**src/rtl/fetch_pkg.sv**
```systemverilog
// rtl/fetch_pkg.sv - shared types and helpers for the prefetching fetch stage
package fetch_pkg;

  typedef enum logic {
    RUN   = 1'b0,
    FLUSH = 1'b1
  } fetch_state_t;

  function automatic int ptr_w(input int depth);
    return (depth > 1) ? $clog2(depth) : 1;
  endfunction

  // Callers truncate the result back to their own address width.
  function automatic logic [31:0] pc_inc(input logic [31:0] pc, input int unsigned inc);
    return pc + inc;
  endfunction

endpackage

```
**src/rtl/fetch_prefetch_if.sv**
```systemverilog
// rtl/fetch_prefetch_if.sv - memory request/response and decode handshake bundle
interface fetch_prefetch_if #(
  parameter int DATA_W = 16,
  parameter int ADDR_W = 16
);
  logic              redirect;
  logic [ADDR_W-1:0] redirect_pc;
  logic              imem_req;
  logic [ADDR_W-1:0] imem_addr;
  logic              imem_gnt;
  logic              imem_rvalid;
  logic [DATA_W-1:0] imem_rdata;
  logic              out_valid;
  logic              out_ready;
  logic [DATA_W-1:0] out_instr;
  logic [ADDR_W-1:0] out_pc;
  logic [ADDR_W-1:0] out_pc_next;

  modport master (
    input  redirect, redirect_pc, imem_gnt, imem_rvalid, imem_rdata, out_ready,
    output imem_req, imem_addr, out_valid, out_instr, out_pc, out_pc_next
  );

  modport slave (
    output redirect, redirect_pc, imem_gnt, imem_rvalid, imem_rdata, out_ready,
    input  imem_req, imem_addr, out_valid, out_instr, out_pc, out_pc_next
  );
endinterface

```
**src/rtl/fetch_fifo.sv**
```systemverilog
// rtl/fetch_fifo.sv - in-order prefetch queue holding {instr, pc} entries
module fetch_fifo
  import fetch_pkg::*;
#(
  parameter int WIDTH = 32,
  parameter int DEPTH = 4,
  localparam int PTR_W = ptr_w(DEPTH),
  localparam int CNT_W = PTR_W + 1
) (
  input  logic             clk,
  input  logic             rst,
  input  logic             push,
  input  logic [WIDTH-1:0] push_data,
  input  logic             pop,
  input  logic             flush,
  output logic [WIDTH-1:0] pop_data,
  output logic             full,
  output logic             empty,
  output logic [CNT_W-1:0] count
);

  logic [WIDTH-1:0] mem_q [DEPTH];
  logic [PTR_W-1:0] wr_ptr_q, rd_ptr_q;
  logic [CNT_W-1:0] count_q;
  logic             do_push, do_pop;

  assign empty    = (count_q == '0);
  assign full     = (count_q == CNT_W'(DEPTH));
  assign count    = count_q;
  assign pop_data = mem_q[rd_ptr_q];
  assign do_pop   = pop && !empty;
  assign do_push  = push && (!full || do_pop);

  always_ff @(posedge clk or negedge rst) begin
    if (!rst) begin
      wr_ptr_q <= '0;
      rd_ptr_q <= '0;
      count_q  <= '0;
      for (int i = 0; i < DEPTH; i++) mem_q[i] <= '0;
    end else if (flush) begin
      wr_ptr_q <= '0;
      rd_ptr_q <= '0;
      count_q  <= '0;
    end else begin
      if (do_push) begin
        mem_q[wr_ptr_q] <= push_data;
        wr_ptr_q        <= wr_ptr_q + PTR_W'(1);
      end
      if (do_pop) rd_ptr_q <= rd_ptr_q + PTR_W'(1);
      case ({do_push, do_pop})
        2'b10:   count_q <= count_q + CNT_W'(1);
        2'b01:   count_q <= count_q - CNT_W'(1);
        default: count_q <= count_q;
      endcase
    end
  end

endmodule

```
**src/rtl/fetch_prefetch.sv**
```systemverilog
// rtl/fetch_prefetch.sv - credit-limited prefetching fetch stage; FETCH_PERF_EN adds perf counters
module fetch_prefetch
  import fetch_pkg::*;
#(
  parameter int                 DATA_W   = 16,
  parameter int                 ADDR_W   = 16,
  parameter int                 DEPTH    = 4,
  parameter int unsigned        PC_INC   = 2,
  parameter logic [ADDR_W-1:0]  RESET_PC = '0
) (
  input logic              clk,
  input logic              rst,
  fetch_prefetch_if.master bus
`ifdef FETCH_PERF_EN
  ,
  output logic [31:0]      perf_fetched,
  output logic [31:0]      perf_stall
`endif
);

  localparam int               CNT_W      = ptr_w(DEPTH) + 1;
  localparam logic [CNT_W:0]   CREDIT_MAX = (CNT_W+1)'(DEPTH);

  fetch_state_t             state_q, state_n;
  logic                     active_q;
  logic [ADDR_W-1:0]        fetch_pc_q, fetch_pc_n, resp_pc_q, resp_pc_n;
  logic [CNT_W-1:0]         outstanding_q, outstanding_n, drop_cnt_q, drop_cnt_n;
  logic [CNT_W-1:0]         occupancy;
  logic [CNT_W:0]           credit_used;
  logic                     req, grant, push, pop, fifo_full, fifo_empty;
  logic [DATA_W+ADDR_W-1:0] head;

  assign credit_used = {1'b0, occupancy} + {1'b0, outstanding_q};
  // Responses racing a redirect belong to the old stream and are never queued.
  assign push = bus.imem_rvalid && (state_q == RUN) && !bus.redirect;
  assign pop  = bus.out_valid && bus.out_ready;

  always_comb begin
    state_n       = state_q;
    fetch_pc_n    = fetch_pc_q;
    resp_pc_n     = resp_pc_q;
    outstanding_n = outstanding_q;
    drop_cnt_n    = drop_cnt_q;
    req           = 1'b0;
    case (state_q)
      RUN:   req = active_q && (credit_used < CREDIT_MAX);
      FLUSH: begin
        if (drop_cnt_q == '0) state_n = RUN;
        else if (bus.imem_rvalid) drop_cnt_n = drop_cnt_q - CNT_W'(1);
      end
      default: state_n = RUN;
    endcase
    grant = req && bus.imem_gnt;
    if (grant) fetch_pc_n = ADDR_W'(pc_inc(32'(fetch_pc_q), PC_INC));
    if (grant && !bus.imem_rvalid)      outstanding_n = outstanding_q + CNT_W'(1);
    else if (!grant && bus.imem_rvalid) outstanding_n = outstanding_q - CNT_W'(1);
    if (push) resp_pc_n = ADDR_W'(pc_inc(32'(resp_pc_q), PC_INC));
    if (bus.redirect) begin
      fetch_pc_n = bus.redirect_pc;
      resp_pc_n  = bus.redirect_pc;
      drop_cnt_n = outstanding_n;
      state_n    = (outstanding_n != '0) ? FLUSH : RUN;
    end
  end

  always_ff @(posedge clk or negedge rst) begin
    if (!rst) begin
      state_q       <= RUN;
      active_q      <= 1'b0;
      fetch_pc_q    <= RESET_PC;
      resp_pc_q     <= RESET_PC;
      outstanding_q <= '0;
      drop_cnt_q    <= '0;
    end else begin
      state_q       <= state_n;
      active_q      <= 1'b1;
      fetch_pc_q    <= fetch_pc_n;
      resp_pc_q     <= resp_pc_n;
      outstanding_q <= outstanding_n;
      drop_cnt_q    <= drop_cnt_n;
    end
  end

  fetch_fifo #(
    .WIDTH (DATA_W + ADDR_W),
    .DEPTH (DEPTH)
  ) u_fifo (
    .clk       (clk),
    .rst       (rst),
    .push      (push),
    .push_data ({bus.imem_rdata, resp_pc_q}),
    .pop       (pop),
    .flush     (bus.redirect),
    .pop_data  (head),
    .full      (fifo_full),
    .empty     (fifo_empty),
    .count     (occupancy)
  );

  assign bus.imem_req    = req;
  assign bus.imem_addr   = active_q ? fetch_pc_q : '0;
  assign bus.out_valid   = !fifo_empty;
  assign bus.out_instr   = fifo_empty ? '0 : head[ADDR_W +: DATA_W];
  assign bus.out_pc      = fifo_empty ? '0 : head[ADDR_W-1:0];
  assign bus.out_pc_next = fifo_empty ? '0 : ADDR_W'(pc_inc(32'(head[ADDR_W-1:0]), PC_INC));

  a_credit: assert property (@(posedge clk) disable iff (!rst)
    (credit_used <= CREDIT_MAX) && !(push && fifo_full && !pop));

`ifdef FETCH_PERF_EN
  always_ff @(posedge clk or negedge rst) begin
    if (!rst) begin
      perf_fetched <= '0;
      perf_stall   <= '0;
    end else begin
      if (pop && (perf_fetched != '1)) perf_fetched <= perf_fetched + 32'd1;
      if (bus.out_ready && !bus.out_valid && (perf_stall != '1)) perf_stall <= perf_stall + 32'd1;
    end
  end
`endif

endmodule

```
**src/flat_wrapper.sv**
```systemverilog
// flat-port wrapper written by rule: the top's interface ports become plain ports
module fetch_prefetch_flat import fetch_pkg::*;
#(
  parameter int                 DATA_W   = 16,
  parameter int                 ADDR_W   = 16,
  parameter int                 DEPTH    = 4,
  parameter int unsigned        PC_INC   = 2,
  parameter logic [ADDR_W-1:0]  RESET_PC = '0
)
  (clk, rst, bus_redirect, bus_redirect_pc, bus_imem_gnt, bus_imem_rvalid, bus_imem_rdata, bus_out_ready, bus_imem_req, bus_imem_addr, bus_out_valid, bus_out_instr, bus_out_pc, bus_out_pc_next);
  fetch_prefetch_if #(.DATA_W(DATA_W), .ADDR_W(ADDR_W)) bus_i ();
  input logic clk;
  input logic rst;
  input wire logic [$bits(bus_i.redirect)-1:0] bus_redirect;
  input wire logic [$bits(bus_i.redirect_pc)-1:0] bus_redirect_pc;
  input wire logic [$bits(bus_i.imem_gnt)-1:0] bus_imem_gnt;
  input wire logic [$bits(bus_i.imem_rvalid)-1:0] bus_imem_rvalid;
  input wire logic [$bits(bus_i.imem_rdata)-1:0] bus_imem_rdata;
  input wire logic [$bits(bus_i.out_ready)-1:0] bus_out_ready;
  output wire logic [$bits(bus_i.imem_req)-1:0] bus_imem_req;
  output wire logic [$bits(bus_i.imem_addr)-1:0] bus_imem_addr;
  output wire logic [$bits(bus_i.out_valid)-1:0] bus_out_valid;
  output wire logic [$bits(bus_i.out_instr)-1:0] bus_out_instr;
  output wire logic [$bits(bus_i.out_pc)-1:0] bus_out_pc;
  output wire logic [$bits(bus_i.out_pc_next)-1:0] bus_out_pc_next;
  assign bus_i.redirect = bus_redirect;
  assign bus_i.redirect_pc = bus_redirect_pc;
  assign bus_i.imem_gnt = bus_imem_gnt;
  assign bus_i.imem_rvalid = bus_imem_rvalid;
  assign bus_i.imem_rdata = bus_imem_rdata;
  assign bus_i.out_ready = bus_out_ready;
  assign bus_imem_req = bus_i.imem_req;
  assign bus_imem_addr = bus_i.imem_addr;
  assign bus_out_valid = bus_i.out_valid;
  assign bus_out_instr = bus_i.out_instr;
  assign bus_out_pc = bus_i.out_pc;
  assign bus_out_pc_next = bus_i.out_pc_next;
  fetch_prefetch #(.DATA_W(DATA_W), .ADDR_W(ADDR_W), .DEPTH(DEPTH), .PC_INC(PC_INC), .RESET_PC(RESET_PC)) u_core (.clk(clk), .rst(rst), .bus(bus_i));
endmodule
```
**config.mk**
```make
export PLATFORM = sky130hd
export DESIGN_NAME = fetch_prefetch_flat
export DESIGN_NICKNAME = d
export VERILOG_FILES = /design/src/rtl/fetch_pkg.sv /design/src/rtl/fetch_prefetch_if.sv /design/src/rtl/fetch_fifo.sv /design/src/rtl/fetch_prefetch.sv /design/src/flat_wrapper.sv
export SDC_FILE = /design/constraint.sdc
export NUM_CORES = 1
export LEC_CHECK = 0
export CORE_ASPECT_RATIO = 1.75
export CORE_UTILIZATION = 52
export CTS_BUF_LIST = sky130_fd_sc_hd__clkbuf_8
export CTS_CLUSTER_DIAMETER = 100
export DETAILED_ROUTE_END_ITERATION = 10
export DONT_BUFFER_PORTS = 1
export PLACE_DENSITY = 0.77
export SLEW_MARGIN = 30
export SYNTH_ARGS = -nofsm -noshare
export SYNTH_HDL_FRONTEND = slang
export SYNTH_SLANG_ARGS = --single-unit
```
**constraint.sdc**
```tcl
create_clock -name clk -period 2.4 [get_ports clk]
set_clock_uncertainty 0.05 [all_clocks]
set_input_delay 0.48 -clock clk [delete_from_list [all_inputs] [get_ports clk]]
set_output_delay 0.48 -clock clk [all_outputs]
set_load 0.005 [all_outputs]
```
* Yosys cells after proc, flatten, opt, wreduce, memory -nomap -nowiden
Cells that the tools add are included.
** Storage, ports and cells
- Bits in registers :: 175
- Input bits :: 38
- Output and inout port bits :: 66
- Word-level logic and storage cells :: 95
** Operators by class
- Add/sub/neg operators :: 11
- $lt $le $gt $ge :: 4
- Eq/ne operators :: 4
- Muxes and demuxes :: 31
- Bitwise gates (word level) :: 4
- Reduce and logical (&&, ||, !) cells :: 28
** Operators with widths (number)
- bitwise mux 128 bit :: 1
- two-way mux 16 bit :: 8
- two-way mux 32 bit :: 3
- binary-select mux 32 bit (select 2 bit) :: 1
- demux 32 bit (select 2 bit) :: 1
- adder 16 x 2 -> 16 bit (second input constant) :: 3
- two-way mux 3 bit :: 7
- nonzero test 2 bit :: 6
- logical AND 1 bit :: 10
- subtractor 3 x 1 -> 3 bit (second input constant) :: 3
- two-way mux 2 bit :: 4
- adder 3 x 1 -> 3 bit (second input constant) :: 2
- >= comparator 3 bit (second input constant) :: 2
- logical NOT 3 bit :: 2
- NOT 2 -> 3 bit :: 2
- one-hot mux 3 bit (2 select lines) :: 1
- nonzero test 3 bit :: 2
- logical NOT 1 bit :: 5
- two-way mux 1 bit :: 5
- adder 2 x 1 -> 2 bit (second input constant) :: 2
- adder 3 x 3 -> 4 bit :: 1
- < comparator 4 x 3 -> 1 bit (second input constant) :: 1
- equality test 3 bit (second input constant) :: 1
- < comparator 3 x 1 -> 1 bit (second input constant) :: 1
- other kinds (7) :: 8

* Depth between registers and ports, before layout
Gate-level depths: netlist (run 1).
- Depth after elaboration :: 12
- Depth in mapped cells :: 9
- Depth with buffers taken out :: 8

* By module
Synthesis (run 1) repeated with hierarchy kept, for this count alone.
** Unflattened totals
- Cells, all modules :: 708
- Area total of the unflattened synthesis :: 9625.5 µm²
** Modules (own cells, without submodules)
- fetch_fifo :: times used 1, cells each 373, area each 6711.4 µm²
- fetch_prefetch :: times used 1, cells each 335, area each 2914.0 µm²

* Worst setup path after synthesis (run 1)
No wires, ideal clock.
- Path kind :: reg2out
- Start point :: register u_core.u_fifo.rd_ptr_q[0]
- End point :: output port bus_out_pc_next[9]
- Arrival :: 1969 ps
- Required time :: 1870 ps
- Slack :: -99 ps
- Cell stages (with the launch flop) :: 9
- Cell sequence :: dfrtp_1 > buf_6 > buf_12 > mux4_1 > ha_1 > inv_1 > or3_1 > xor2_1 > nor2_1
** On the way
- Word-level cells in the longest chain between the ends :: 6
** Ends and longest elaborated chain
- from (decl) :: RTL line fetch_fifo.sv:23 : logic [PTR_W-1:0] wr_ptr_q, rd_ptr_q;
- from (signal assigned) :: RTL line fetch_fifo.sv:49 : if (do_pop) rd_ptr_q <= rd_ptr_q + PTR_W'(1);
- NOT 2 -> 3 bit (not written as such) :: RTL line fetch_fifo.sv:30 : assign pop_data = mem_q[rd_ptr_q];
- binary-select mux 32 bit (select 2 bit) :: RTL line fetch_fifo.sv:30
- two-way mux 32 bit (not written as such) (2 in a row) :: RTL line fetch_fifo.sv:30
- adder 16 x 2 -> 16 bit :: RTL line fetch_pkg.sv:15 : return pc + inc;
- two-way mux 16 bit :: RTL line fetch_prefetch.sv:105 : assign bus.out_pc_next = fifo_empty ? '0 : ADDR_W'(pc_inc(32'(head[ADDR_W-1:0]), PC_INC));
- to (decl) :: RTL line flat_wrapper.sv:25 : output wire logic [$bits(bus_i.out_pc_next)-1:0] bus_out_pc_next;
No other way between the ends. The select of a mux whose other input is x is not followed.

* Worst setup path in the final report (run 1)
Same ends and word-level chain as after synthesis.

==> metrics, run 1 <==
post-synth net total=743; vias in the first global route=between 6k and 7k; Critical Path Start Type=flip-flop; CP startpoint=u_core.u_fifo.rd_ptr_q[0]; Post-synth EDFFs=0; Internal=6.29 mW; cell breakdown of the critical path=buf_4 -> mux4_2 -> ha_2 -> inv_1 -> or3_1 -> xor2_1 -> nor2_1; Tmin final=2.91 ns; Iter 0 DRT Violations=224; Setup Crit Path Kind=flip-flop to primary output; area grow syn2layout=11.4%; Overall Global Routing Usage=approximately a quarter; final design utilization=about 59%; die height=176 µm; most frequent cells in the layout=dfrtp_1 (174), mux2_2 (141), nor2_1 (32); # IOs=104; CTS Hold Bufs=1; unique cell type count in the Yosys netlist=45; FF+latch count, synth=175; core footprint=about 0.017 mm²; Final Instance Area=0.00998 mm²; Reg power frac=44.4%; Final setup viols=41; Root Buffer=clkbuf_8; hold slack=-0.333 ns; crit path max fanout=3; IO buf count=0; Power per Cell Area=919 mW/mm²; status=complete, but fails checks; DR WL/cell=20.3 µm; TritonCTS Buffers=17; Rows=63; router iterations before antenna repair=4; Clk Latency, worst-skew pair=0.46 ns; Final Wtd Congestion=0.798; clock sink count=175; number of antenna violations at the first check in global routing=0; CTS clock-pin slew for the worst setup and hold paths=0.10 ns; Worst EP arrival=2.38 ns; Worst Setup End Kind=primary output; H-tree depth=4; Via Count=5439; sequential fraction of the synthesis area=about half; DRC=0; share of layout cells above drive strength 1=just under 40%; first-pass GRT wire length=31500 µm; leak pwr=4.39 nW; clock buffer depth=2; Hold Crit Class=input pin to async pin; asr flop ratio synth=100%; delay-heaviest family, CP=simple AND/OR/NAND/NOR gates; Peak VDD IR=430 µV; total gr overflow=0; Worst path slowest cell=dfrtp_2; TritonCTS clock tree=done; max_cap viols=0; Synth Flop Type=dfrtp_1; share of total power in the clock network=about a quarter; post-DR vias/cell=5.73; fin crit share=121%; sw frac=a little under a third; RSZ-0062 raised after global routing=yes; Slew Viols, Final=0; Psw=2.88 mW; most common cell after layout, fill and taps aside=dfrtp_1; Max Fclk=0.344 GHz; Final ANT Viol Nets=0; max incr delay on CP=between 0.4 and 0.5 ns; Synth warnings=0; CP required=1.87 ns; initial core utilization=a little over half; Final WS setup=-0.511 ns; area of the mapped netlist=0.00896 mm²; Hold Violations, Final=about 180; diode count=0; Crit path buffers/inverters=2; Post-layout nets=762; reg2reg start=u_core.u_fifo.count[2]; Comb pwr share=32.1%; Power, Total=9.18 mW; Post-Synthesis Cells=691; Area after DPL=0.00929 mm²; Setup TNS=-10.19 ns; largest net degree at the start of global routing=176; mean post-synth cell area=13.0 µm²; violated checks=hold timing, setup timing; routed wire length=a little under 20000 µm; die boundary width=101 µm; post-DP HPWL=roughly 13000 µm; Die ar.=0.0178 mm²
==> synth_stat cells (all sizes together) (5+ instances only) <==
cell | n | area [µm²]
mux2i | 8 | 80.1
xnor2 | 30 | 263
clkbuf | 15 | 61.3
xor2 | 18 | 158
ha | 13 | 163
a21oi | 13 | 65.1
buf | 29 | 203
nor4 | 7 | 62.6
nand3 | 19 | 95.1
nand4 | 14 | 109
nor2 | 33 | 124
mux2 | 149 | 1680
a31oi | 5 | 37.5
and2 | 50 | 313
inv | 15 | 56.3
dfrtp | 175 | 4380
o21ai | 8 | 40.0
nand2 | 22 | 82.6
mux4 | 32 | 747
and3 | 14 | 87.6
==> per-layer routing <==
layer  share of wire, %  vias up  routed length (µm)  global-route usage [%]
li1                   -     2491                   -                       -
met1                 39     2807                7590                    27.6
met2                 55      113               10600                    41.0
met3                3.4       28                 665                    4.50
met4                2.5        0                 486                    10.1
met5                  0        -                   0                       0
==> path summary, 6_finish.rpt <==
path                                             end  slack, ns  cells after the start
setup / recovery                  bus_out_pc_next[9]      -0.51                      7
hold / removal                 u_core.fetch_pc_q[10]      -0.33                      0
hold reg to reg               u_core.u_fifo.mem_q[3]       0.45                      1
setup reg to reg              u_core.u_fifo.count[2]       0.16                      9
max in group asynchronous    u_core.u_fifo.mem_q[29]       2.33                      0
min in group clk           u_core.u_fifo.rd_ptr_q[1]       0.03                      1
==> power by group through the flow <==
stage	sequential, mW	combinational, mW	clock [mW]
2_1_floorplan	3.94	2.06	0
3_3_place_gp	4.05	2.51	0
3_5_place_dp	4.12	2.65	0
4_1_cts	4.07	2.89	2.21
5_1_grt	4.15	3.20	2.32
6_report	4.07	2.94	2.16
==> cell families (layout without fill, tap and decap cells) <==
family | count (synthesis) | after routing | share of synthesized area (%)
mux | 189 | 189 | 27.9
flops | 175 | 175 | 48.8
xor+xnor | 48 | 48 | 4.69
simple gates | 172 | 172 | 10.7
other cells | 1 | 1 | 0.0418
compound gates | 32 | 32 | 2.11
buf+inv | 60 | 92 | 3.61
fa+ha+maj | 14 | 14 | 2.04
==> what timing repair did <==
action,CTS,global route
endpoints found under the hold margin,177,175
setup endpoints to repair,46,49
resized for setup,33,15
pin swaps,0,1
cloned,2,0
buffers inserted,9,1
==> stage by stage <==
step	setup slack (ns)	cells
2_1_floorplan	-0.0404	691
3_3_place_gp	0.00373	905
3_5_place_dp	-0.00941	905
4_1_cts	-0.524	949
5_1_grt	-0.599	950
6_report	-0.511	950
==> state kept, by name (all words and copies together), names as in the netlist <==
name                    flops
u_core.u_fifo.mem_q       128
u_core.outstanding_q        3
u_core.resp_pc_q           16
u_core.u_fifo.rd_ptr_q      2
u_core.fetch_pc_q          16
u_core.drop_cnt_q           3
u_core.state_q              1
u_core.u_fifo.count         3
u_core.active_q             1
u_core.u_fifo.wr_ptr_q      2
==> final cells by class <==
cell class / instances / area [µm²]
inverters: 16 / 60.1
multi-input cells: 456 / 4360
fillers: 1383 / 6880
clock inverters: 15 / 185
clock buffers: 17 / 234
well taps: 227 / 284
flip-flops and latches: 175 / 4380
repair buffers: 44 / 484
==> worst reg2reg max path, stage by stage (launching register included) <==
cell     delay, ns
dfrtp_1       0.40
buf_4         0.18
nor3_2        0.21
inv_1         0.10
nand2_1       0.11
a21oi_1       0.07
fa_2          0.45
nor4_2        0.28
o21ai_0       0.12
a31oi_1       0.19
(Power assumes the default switching activity.)
==> inputs of run 2 (changes only) <==
--- a/config.mk
+++ b/config.mk
@@ -6,12 +6,12 @@
 export NUM_CORES = 1
 export LEC_CHECK = 0
 export CORE_ASPECT_RATIO = 1.75
-export CORE_UTILIZATION = 52
+export CORE_UTILIZATION = 37
 export CTS_BUF_LIST = sky130_fd_sc_hd__clkbuf_8
 export CTS_CLUSTER_DIAMETER = 100
 export DETAILED_ROUTE_END_ITERATION = 10
 export DONT_BUFFER_PORTS = 1
-export PLACE_DENSITY = 0.77
+export PLACE_DENSITY = 0.6
 export SLEW_MARGIN = 30
 export SYNTH_ARGS = -nofsm -noshare
 export SYNTH_HDL_FRONTEND = slang
==> metrics, run 2 (synthesis gave the netlist of run 1 again) <==
status=complete, but fails checks; violated checks=hold timing, setup timing; leak pwr=approximately 4.5 nW; Largest register FFs=128; max_cap viols=0; # IOs=~100; Die ar.=0.0249 mm²; fin crit share=121%; Hold Crit Class=input pin to async pin; post-DP HPWL=14000 µm; Setup Crit Path Kind=flip-flop to primary output; most common cell after layout, fill and taps aside=dfrtp_1; router iterations before antenna repair=4; post-DR vias/cell=roughly 5.4; Rows=75; initial core utilization=37.6%; routed wire length=20900 µm; DRC=0; CP required=1.87 ns; Worst R2R End=u_core.drop_cnt_q[1]; diode count=0; H-tree depth=4; total gr overflow=0; clock sink count=175; Top reg by flops=u_core.u_fifo.mem_q; GRT met2 Usage=roughly 32%; Iter 0 DRT Violations=222; crit path max fanout=6; Most Crowded Layer GR=met2; clock buffer depth=2; Overall Global Routing Usage=17.8%; hold slack=-0.381 ns; Post-layout nets=775; Clk Latency, worst-skew pair=0.49 ns; Hold Violations, Final=175; worst slack at placement=-0.0527 ns; vias in the first global route=6160; first-pass GRT wire length=33600 µm; largest net degree at the start of global routing=176; GR Util met1=between 15 and 20%; Max Fclk=0.345 GHz; number of antenna violations at the first check in global routing=0; die height=208 µm; Via Count=~5.6k; IO buf count=0; share of layout cells above drive strength 1=40.1%; Final ANT Viol Nets=0; Critical Path Start Type=flip-flop; met3 Usage GRT=4.14%; r2r setup slk=about 0.13 ns; Tmin final=2.90 ns; TritonCTS Buffers=17; biggest regs=u_core.u_fifo.mem_q x128, u_core.fetch_pc_q x16, u_core.resp_pc_q x16; Final setup viols=48; reg2reg start=u_core.outstanding_q[2]; worst r2r path cells=7; Slew Viols, Final=0; core footprint=about 0.024 mm²; die boundary width=120 µm; most frequent cells in the layout=dfrtp_1 (174), mux2_2 (141), and2_1 (43); area grow syn2layout=13.8%; Power per Cell Area=~930 mW/mm²; CTS Hold Bufs=1; CTS clock-pin slew for the worst setup and hold paths=between 0.1 and 0.15 ns; Final WS setup=-0.497 ns; Final Wtd Congestion=slightly below 0.8; Peak VDD IR=406 µV; Worst Setup End Kind=primary output; Root Buffer=clkbuf_8; Worst EP arrival=2.37 ns; RSZ-0062 raised after global routing=yes; DR WL/cell=around 20 µm; TritonCTS clock tree=done
-- run 2: cell types whose count changed in the layout (fill, tap and decap cells not counted), sizes merged --
cell and change:
buf +14, bufbuf -1, bufinv -2, clkinvlp -3, inv +5
-- run 2: layout make-up --
type | count | area, µm²
sequential | 175 | 4380
fill | 2245 | 13600
timing repair buffer | 57 | 582
clock buffer | 17 | 234
clock inverter | 15 | 180
multi-input combinational | 456 | 4380
inverter | 16 | 62.6
tap | 308 | 385
-- run 2: what timing repair did --
item	in CTS	in global routing
hold endpoints to repair	184	175
setup endpoints to repair	48	52
resized for setup	47	12
buffers inserted	11	8
pin swaps	16	14
-- run 2: metrics by stage --
step / cell area, µm² / setup TNS, ns / power (mW) / utilization (%) / std cells
floorplan: 8970 / -0.0404 / 6.00 / - / 691
global placement: 9440 / -0.000475 / 6.70 / 39.6 / 994
detailed placement: 9440 / -0.210 / 6.88 / 39.6 / 994
CTS: 10100 / -11.74 / 9.45 / 42.4 / 1038
global route: 10200 / -15.26 / 10.1 / 42.8 / 1044
finish: 10200 / -10.07 / 9.50 / 42.8 / 1044
-- run 2: where the power goes --
group	internal, mW	switching (mW)
sequential	3.62	0.448
clock	0.891	1.24
combinational	1.86	1.44
total	6.37	3.13
-- run 2: how the worst max path moves through the flow --
stage / from / endpoint / slack [ns] / cells past startpoint
6_report: u_core.u_fifo.rd_ptr_q[0] / bus_out_pc_next[9] / -0.50 / 7
5_1_grt: u_core.u_fifo.rd_ptr_q[0] / bus_out_pc_next[15] / -0.63 / 8
4_1_cts: u_core.u_fifo.rd_ptr_q[0] / bus_out_pc_next[9] / -0.54 / 7
3_5_place_dp: u_core.u_fifo.rd_ptr_q[0] / bus_out_pc_next[15] / -0.05 / 6
3_3_place_gp: u_core.u_fifo.rd_ptr_q[0] / bus_out_pc_next[15] / -0.0005 / 6
2_1_floorplan: u_core.u_fifo.rd_ptr_q[0] / bus_out_pc_next[9] / -0.04 / 8
-- run 2: per-layer routing --
metal	wire length (µm)	vias to the layer above
met5	0	-
met4	417	0
met3	817	24
met2	11500	126
met1	8110	2929
li1	-	2514
-- run 2: critical path: stages (launching register included) --
cell and delay [ns]:
dfrtp_2 0.44, buf_12 0.15, buf_8 0.12, mux4_2 0.40, nand2_1 0.08, or3_1 0.39, xor2_1 0.15, nor2_1 0.13
